## config.mk

```make
export PLATFORM = sky130hd
export DESIGN_NAME = result_collector_flat
export DESIGN_NICKNAME = d
export VERILOG_FILES = /design/src/rtl/result_collector_if.sv /design/src/rtl/result_collector.sv /design/src/flat_wrapper.sv
export SDC_FILE = /design/constraint.sdc
export NUM_CORES = 1
export LEC_CHECK = 0
export BUFFER_PORTS_ARGS = -buffer_cell sky130_fd_sc_hd__buf_2
export CAP_MARGIN = 20
export CORE_UTILIZATION = 45
export DETAILED_ROUTE_END_ITERATION = 10
export GPL_ROUTABILITY_DRIVEN = 0
export PLACE_DENSITY_LB_ADDON = 0.1
export SYNTH_ARGS = -nofsm -noshare
export SYNTH_HDL_FRONTEND = slang
export SYNTH_SLANG_ARGS = --single-unit
```

## constraint.sdc

```tcl
create_clock -name clk -period 2.8 [get_ports clk]
set_input_delay 0.42 -clock clk [delete_from_list [all_inputs] [get_ports clk]]
set_output_delay 0.42 -clock clk [all_outputs]
set_load 0.05 [all_outputs]
```

## src/rtl/result_collector_if.sv

```systemverilog
// result_collector_if: PU result capture inputs and FWFT output stream of the result collector.
interface result_collector_if #(
    parameter int DATA_W = 16,
    parameter int CNT_W  = 4
);
    logic [DATA_W-1:0] pu_res0;
    logic [DATA_W-1:0] pu_res1;
    logic [DATA_W-1:0] pu_res2;
    logic [DATA_W-1:0] pu_res3;
    logic [1:0]        res_mux;
    logic              res_wr;
    logic              done;
    logic [DATA_W-1:0] out_data;
    logic              out_last;
    logic              out_valid;
    logic              out_ready;
    logic              full;
    logic [CNT_W-1:0]  count;
    logic              overflow;
    logic [7:0]        frame_cnt;

    modport master (
        output pu_res0, pu_res1, pu_res2, pu_res3, res_mux, res_wr, done, out_ready,
        input  out_data, out_last, out_valid, full, count, overflow, frame_cnt
    );

    modport slave (
        input  pu_res0, pu_res1, pu_res2, pu_res3, res_mux, res_wr, done, out_ready,
        output out_data, out_last, out_valid, full, count, overflow, frame_cnt
    );
endinterface

```

## src/rtl/result_collector.sv

```systemverilog
// result_collector: captures the selected PU result with its end-of-frame tag into a FWFT FIFO,
// tracks overflow and counts completed frames on the output stream.
module result_collector #(
    parameter int DATA_W = 16,
    parameter int DEPTH  = 8,
    parameter int CNT_W  = 4
) (
    input logic               clk,
    input logic               rst,
    result_collector_if.slave bus
);
    localparam int AW = $clog2(DEPTH);

    logic [DATA_W:0]   mem_q [DEPTH];
    logic [AW-1:0]     rd_q, rd_d, wr_q, wr_d;
    logic [CNT_W-1:0]  cnt_q, cnt_d;
    logic              ovf_q, ovf_d;
    logic [7:0]        frm_q, frm_d;
    logic [DATA_W-1:0] sel;
    logic              full, empty, push, pop;
    logic [DATA_W:0]   head;

    assign full  = cnt_q == CNT_W'(DEPTH);
    assign empty = cnt_q == '0;
    assign pop   = !empty && bus.out_ready;
    assign push  = bus.res_wr && (!full || pop);
    assign sel   = bus.res_mux[1] ? (bus.res_mux[0] ? bus.pu_res3 : bus.pu_res2)
                                  : (bus.res_mux[0] ? bus.pu_res1 : bus.pu_res0);
    // Head is gated by occupancy so outputs read zero as soon as reset empties the FIFO.
    assign head  = empty ? '0 : mem_q[rd_q];

    always_comb begin
        rd_d  = pop  ? rd_q + AW'(1) : rd_q;
        wr_d  = push ? wr_q + AW'(1) : wr_q;
        cnt_d = (push && !pop) ? cnt_q + CNT_W'(1) : (pop && !push) ? cnt_q - CNT_W'(1) : cnt_q;
        ovf_d = ovf_q || (bus.res_wr && !push);
        frm_d = (pop && head[DATA_W]) ? frm_q + 8'd1 : frm_q;
    end

    always_ff @(posedge clk or negedge rst) begin
        if (!rst) begin
            rd_q  <= '0;
            wr_q  <= '0;
            cnt_q <= '0;
            ovf_q <= 1'b0;
            frm_q <= '0;
        end else begin
            rd_q  <= rd_d;
            wr_q  <= wr_d;
            cnt_q <= cnt_d;
            ovf_q <= ovf_d;
            frm_q <= frm_d;
        end
    end

    always_ff @(posedge clk) begin
        if (push) mem_q[wr_q] <= {bus.done, sel};
    end

    assign bus.out_data  = head[DATA_W-1:0];
    assign bus.out_last  = head[DATA_W];
    assign bus.out_valid = !empty;
    assign bus.full      = full;
    assign bus.count     = cnt_q;
    assign bus.overflow  = ovf_q;
    assign bus.frame_cnt = frm_q;
endmodule

```

## src/flat_wrapper.sv

```systemverilog
// flat-port wrapper written by rule: the top's interface ports become plain ports
module result_collector_flat 
#(
    parameter int DATA_W = 16,
    parameter int DEPTH  = 8,
    parameter int CNT_W  = 4
)
  (clk, rst, bus_pu_res0, bus_pu_res1, bus_pu_res2, bus_pu_res3, bus_res_mux, bus_res_wr, bus_done, bus_out_ready, bus_out_data, bus_out_last, bus_out_valid, bus_full, bus_count, bus_overflow, bus_frame_cnt);
  result_collector_if #(.DATA_W(DATA_W), .CNT_W(CNT_W)) bus_i ();
  input logic clk;
  input logic rst;
  input wire logic [$bits(bus_i.pu_res0)-1:0] bus_pu_res0;
  input wire logic [$bits(bus_i.pu_res1)-1:0] bus_pu_res1;
  input wire logic [$bits(bus_i.pu_res2)-1:0] bus_pu_res2;
  input wire logic [$bits(bus_i.pu_res3)-1:0] bus_pu_res3;
  input wire logic [$bits(bus_i.res_mux)-1:0] bus_res_mux;
  input wire logic [$bits(bus_i.res_wr)-1:0] bus_res_wr;
  input wire logic [$bits(bus_i.done)-1:0] bus_done;
  input wire logic [$bits(bus_i.out_ready)-1:0] bus_out_ready;
  output wire logic [$bits(bus_i.out_data)-1:0] bus_out_data;
  output wire logic [$bits(bus_i.out_last)-1:0] bus_out_last;
  output wire logic [$bits(bus_i.out_valid)-1:0] bus_out_valid;
  output wire logic [$bits(bus_i.full)-1:0] bus_full;
  output wire logic [$bits(bus_i.count)-1:0] bus_count;
  output wire logic [$bits(bus_i.overflow)-1:0] bus_overflow;
  output wire logic [$bits(bus_i.frame_cnt)-1:0] bus_frame_cnt;
  assign bus_i.pu_res0 = bus_pu_res0;
  assign bus_i.pu_res1 = bus_pu_res1;
  assign bus_i.pu_res2 = bus_pu_res2;
  assign bus_i.pu_res3 = bus_pu_res3;
  assign bus_i.res_mux = bus_res_mux;
  assign bus_i.res_wr = bus_res_wr;
  assign bus_i.done = bus_done;
  assign bus_i.out_ready = bus_out_ready;
  assign bus_out_data = bus_i.out_data;
  assign bus_out_last = bus_i.out_last;
  assign bus_out_valid = bus_i.out_valid;
  assign bus_full = bus_i.full;
  assign bus_count = bus_i.count;
  assign bus_overflow = bus_i.overflow;
  assign bus_frame_cnt = bus_i.frame_cnt;
  result_collector #(.DATA_W(DATA_W), .DEPTH(DEPTH), .CNT_W(CNT_W)) u_core (.clk(clk), .rst(rst), .bus(bus_i));
endmodule
```

After elaboration in Yosys (flattened, before gate mapping)
Memories as Yosys holds them, arrays and structs flattened.
Cells that the tools add are included.
Storage, ports and cells
  memories kept: 1
  output and inout bits: 32
  word-level logic and storage cells: 34
  RAM bits: 136
  register bits after elaboration: 19
  input port bits: 71
Operators by class
  add/subtract/negate cells: 5
  muxes and demuxes: 8
  equality and inequality tests: 1
  reduce and logical (&&, ||, !) cells: 14
Memories
  u_core.mem_q: depth 8, bits a word 17, rd ports 1, clocked after Yosys merged registers in 0, write ports 1, line result_collector.sv:14  | logic [DATA_W:0] mem_q [DEPTH];
Operators by type and width (number)
  16-bit two-way mux: 3
  17-bit two-way mux: 1
  8-bit by 1-bit adder with 8-bit output, second input constant: 1
  4-bit two-way mux: 2
  3-bit by 1-bit adder with 3-bit output, second input constant: 2
  1-bit logical AND: 6
  4-bit by 1-bit adder with 4-bit output, second input constant: 1
  4-bit == test, second input constant: 1
  1-bit zero test: 4
  4-bit zero test: 1
  4-bit by 1-bit subtractor with 4-bit output, second input constant: 1
  1-bit logical OR: 2
  1-bit two-way mux: 2
  2-bit nonzero test: 1

Longest topological paths before layout
  depth after elaboration: 9
  mapped depth: 10
  depth with buffers taken out: 10

Least setup slack after synthesis
OpenSTA, ideal clock, no wires.
  kind: register to register
  start: register u_core.cnt_q[0] (netlist: u_core.bus.count[0])
  end: memory u_core.mem_q[0][0] (netlist name), enable pin
  path buffers: 0
  setup slack: -104 ps
  clock period less this slack: 2904 ps
  stages on the path, launching flop included: 5
  setup time: 412 ps
  data required time: 2388 ps
  arrival: 2492 ps
  cell sequence: dfrtp_1 > or4b_1 > o21a_1 > nand2b_1 > nor3_1
Between the ends
  word-level cells in the longest chain between the ends: 7
  elaborated cells between the ends (all ways): 9
  those cells by class: 1 x eq/ne; 2 x mux; 6 x reduce/logical
Ends and longest elaborated chain
  from (decl): line result_collector.sv:16  | logic [CNT_W-1:0] cnt_q, cnt_d;
  from (signal assigned): line result_collector.sv:50  | cnt_q <= cnt_d;
  4-bit zero test: line result_collector.sv:24  | assign empty = cnt_q == '0;
  1-bit zero test: line result_collector.sv:25  | assign pop = !empty && bus.out_ready;
  1-bit logical AND: line result_collector.sv:25
  1-bit logical OR *: line result_collector.sv:26  | assign push = bus.res_wr && (!full || pop);
  1-bit logical AND *: line result_collector.sv:26
  named net u_core.push: line result_collector.sv:20  | logic full, empty, push, pop;
  1-bit two-way mux *: line result_collector.sv:57  | if (push) mem_q[wr_q] <= {bus.done, sel};
  1-bit two-way mux (implied by the code) *: line result_collector.sv:57
  to (decl): line result_collector.sv:14
The timed path passes the listed nets; every way through them passes the cells marked *.

Worst setup path after layout
  start: register u_core.rd_q[0]
  end: output bus_out_last
Between the ends
  word-level cells in the longest chain between the ends: 2
Ends and longest elaborated chain
  from (decl): line result_collector.sv:15  | logic [AW-1:0] rd_q, rd_d, wr_q, wr_d;
  from (signal assigned): line result_collector.sv:48  | rd_q <= rd_d;
  memory read 8 x 17 bit
  17-bit two-way mux: line result_collector.sv:30  | assign head = empty ? '0 : mem_q[rd_q];
  to (decl): line flat_wrapper.sv:21  | output wire logic [$bits(bus_i.out_last)-1:0] bus_out_last;
Every way passes these cells.

==> metrics.yaml <==
gr-total-overflow: 0
required_ps: 2380
ys.flop_type: "edfxtp_1"
die_h_um: 122.3
post-route-drc-count: 0
yosysWarnings: 0
track_usage_pct: 19.00
power.density_nw_per_um2: 1120
outcome: "completed"
critPathMaxFanout: 12
fin_skew_ps: 6.475
die_x_um: 122.3
drt_wl_total_mm: 12.53
ios: 103
vias_per_cell: 5.348
final_nets: 530
diodes: 0
fmax_ghz: 0.3838
grt_max_degree: 36
p_sw_uw: 3440
grt_pass1_wl_mm: 19.97
cts_resized: 0
coreArea_sq_um: 13990
path_cells: "buf_4 > mux2i_1 > mux4_2 > nor2_1 > buf_2"
cap_violations: 0
crit_buf_inv: 2
synthArstFlopShare_pct: 12.26
critPathMaxStageDelay_ps: 590
dr.pass1.iters: 5
critPathKind: "reg -> out"
ir_worst_vdd_v: 0.0004969
p_int_uw: 5385
leakage_uw: 0.002921
htree_levels: 4
clkTransAtPathRegs_ps: 60
syn_inst: 327
yosysSeqAreaShare_pct: 69.97
cts-root-buf: "clkbuf_16"
holdBufCountCts: 1
clockBufferDepth: 2
hold_class: "in -> reg"
switching_share_pct: 38.98
seq_power_share_pct: 36.2
avgSynthCellArea_sq_um: 19.93
die_area_sq_um: 14970
setup_viol: 0
numPortBuffers: 102
grt_pass1_vias: 3648
cp-start-kind: "register"
initial_utilization_pct: 46.58
pwr-share-clk_pct: 21.4
synth_nets: 405
core.rowCount: 43
grt_antenna_before_repair: 0
worst_pin_slew_ps: 660.2
fin_setup_tns_ps: 0
fin_util_pct: 56.35
cts_setup_buffers: 0
clock_latency_ps: 420
drtIter0Drc: 214
wire_per_inst_um: 19.55
synth_edf_count: 136
layout-drive-gt1-share_pct: 45.12
cpMaxStageDelayCell: "mux4_2"
yosys_register_bits: 155
cts_buffers: 17
clock_sink_count: 155
post-route-min-period_ps: 2605
post-dp-hpwl_mm: 7.885
areaGrowthSynthToFinish_pct: 20.97
endpoint_kind: "output port"
cp.arrival_ps: 2190
netlist-cell-type-count: 28
pwr-share-comb_pct: 42.4
synth.cell_area_sq_um: 6516
ant_nets: 0
slew_violations: 0
hold_viol: 0
vias: 3428
relSlewSlack_pct: 55.94
post-route-period-util_pct: 93.05
cts_tree: "done"
cp_top_family: "multiplexers"
rsz0062_at_grt: "no"
[worst paths after layout]
| kind | startpoint | to | slack [ps] | cells after the start |
|---|---|---|---|---|
| max | u_core.rd_q[0]$_DFFE_PN0P_ | bus_out_last | 190 | 5 |
| min | bus_res_wr | u_core.bus.overflow$_DFF_PN0_ | 220 | 2 |
| max reg2reg | u_core.bus.count[2]$_DFFE_PN0P_ | u_core.bus.count[3]$_DFFE_PN0P_ | 240 | 9 |
| min reg2reg | u_core.bus.overflow$_DFF_PN0_ | u_core.bus.overflow$_DFF_PN0_ | 450 | 1 |
| max in group asynchronous | rst | u_core.rd_q[0]$_DFFE_PN0P_ | 2000 | 2 |
| min in group asynchronous | rst | u_core.bus.frame_cnt[5]$_DFFE_PN0P_ | 480 | 2 |
[metrics by stage]
stage	hold WS, ps	total power (uW)	instances	area [sq um]	setup slack, ps
after global routing	201.5	9297	641	7883	46.69
after CTS	195.5	8924	639	7853	164.0
after floorplan	124.4	6011	327	6533	6.495
final	218.8	8825	641	7883	194.6
after detailed placement	389.6	7015	610	7372	236.4
after global placement	380.1	6977	610	7372	293.1
[sequential cells by signal, indices dropped and copies added, names as in the netlist]
register and flops:
u_core.mem_q 136, u_core.bus.frame_cnt 8, u_core.rd_q 3, u_core.wr_q 3
u_core.bus.overflow 1, u_core.bus.count 4
[Yosys cell counts, types with 4 or more instances]
master	n	share of area, %
edfxtp_1	136	63
mux4_2	49	17
nor2_1	28	1.6
mux2i_1	21	3.2
dfrtp_1	19	7.3
clkbuf_1	9	0.52
xor2_1	8	1.1
ha_1	6	1.2
nand2_1	6	0.35
xnor2_1	6	0.81
buf_2	5	0.38
nand3_1	5	0.38
inv_1	4	0.23
nor4_2	4	0.77
[power groups by stage]
stage          clock network [uW]  registers (uW)  logic [uW]
2_1_floorplan                   0            3470        2540
3_3_place_gp                    0            3230        3750
3_5_place_dp                    0            3240        3770
4_1_cts                      1940            3200        3780
5_1_grt                      2030            3240        4030
6_report                     1890            3190        3740
[area by class of cell]
cell class	count	area, sq um
fillers	1125	6106
clock buffers	21	440.4
flip-flops and latches	155	4561
multi-input cells	152	1908
inverters	4	15.01
well taps	180	225.2
repair buffers	122	703.2
clock inverters	7	30.03
[cell usage in the layout, fill, tap and decap left out, drive strengths merged, types with 6 or more instances in the layout]
cell type  count
dfrtp         19
clkbuf        21
buf          121
ha             6
mux2i         21
nor2          28
xnor2          6
xor2           8
nand2          6
edfxtp       136
mux4          49
clkinv         7
[metal layers]
layer  track usage (%)  routed length (um)
met1             24.44                5590
met2             30.37                6214
met3             4.833                 510
met4             8.765                 216
met5                 0                   0
[logic make-up (layout without fill, tap and decap cells)]
group	Yosys count	after routing	synth area share, %
compound gates	5	5	0.4991
buf+inv	20	154	1.363
fa+ha+maj	7	7	1.459
mux	74	74	20.85
flops	155	155	69.97
xor+xnor	14	14	1.882
simple gates	52	52	3.975
Power figures use the tool's default switching activity.
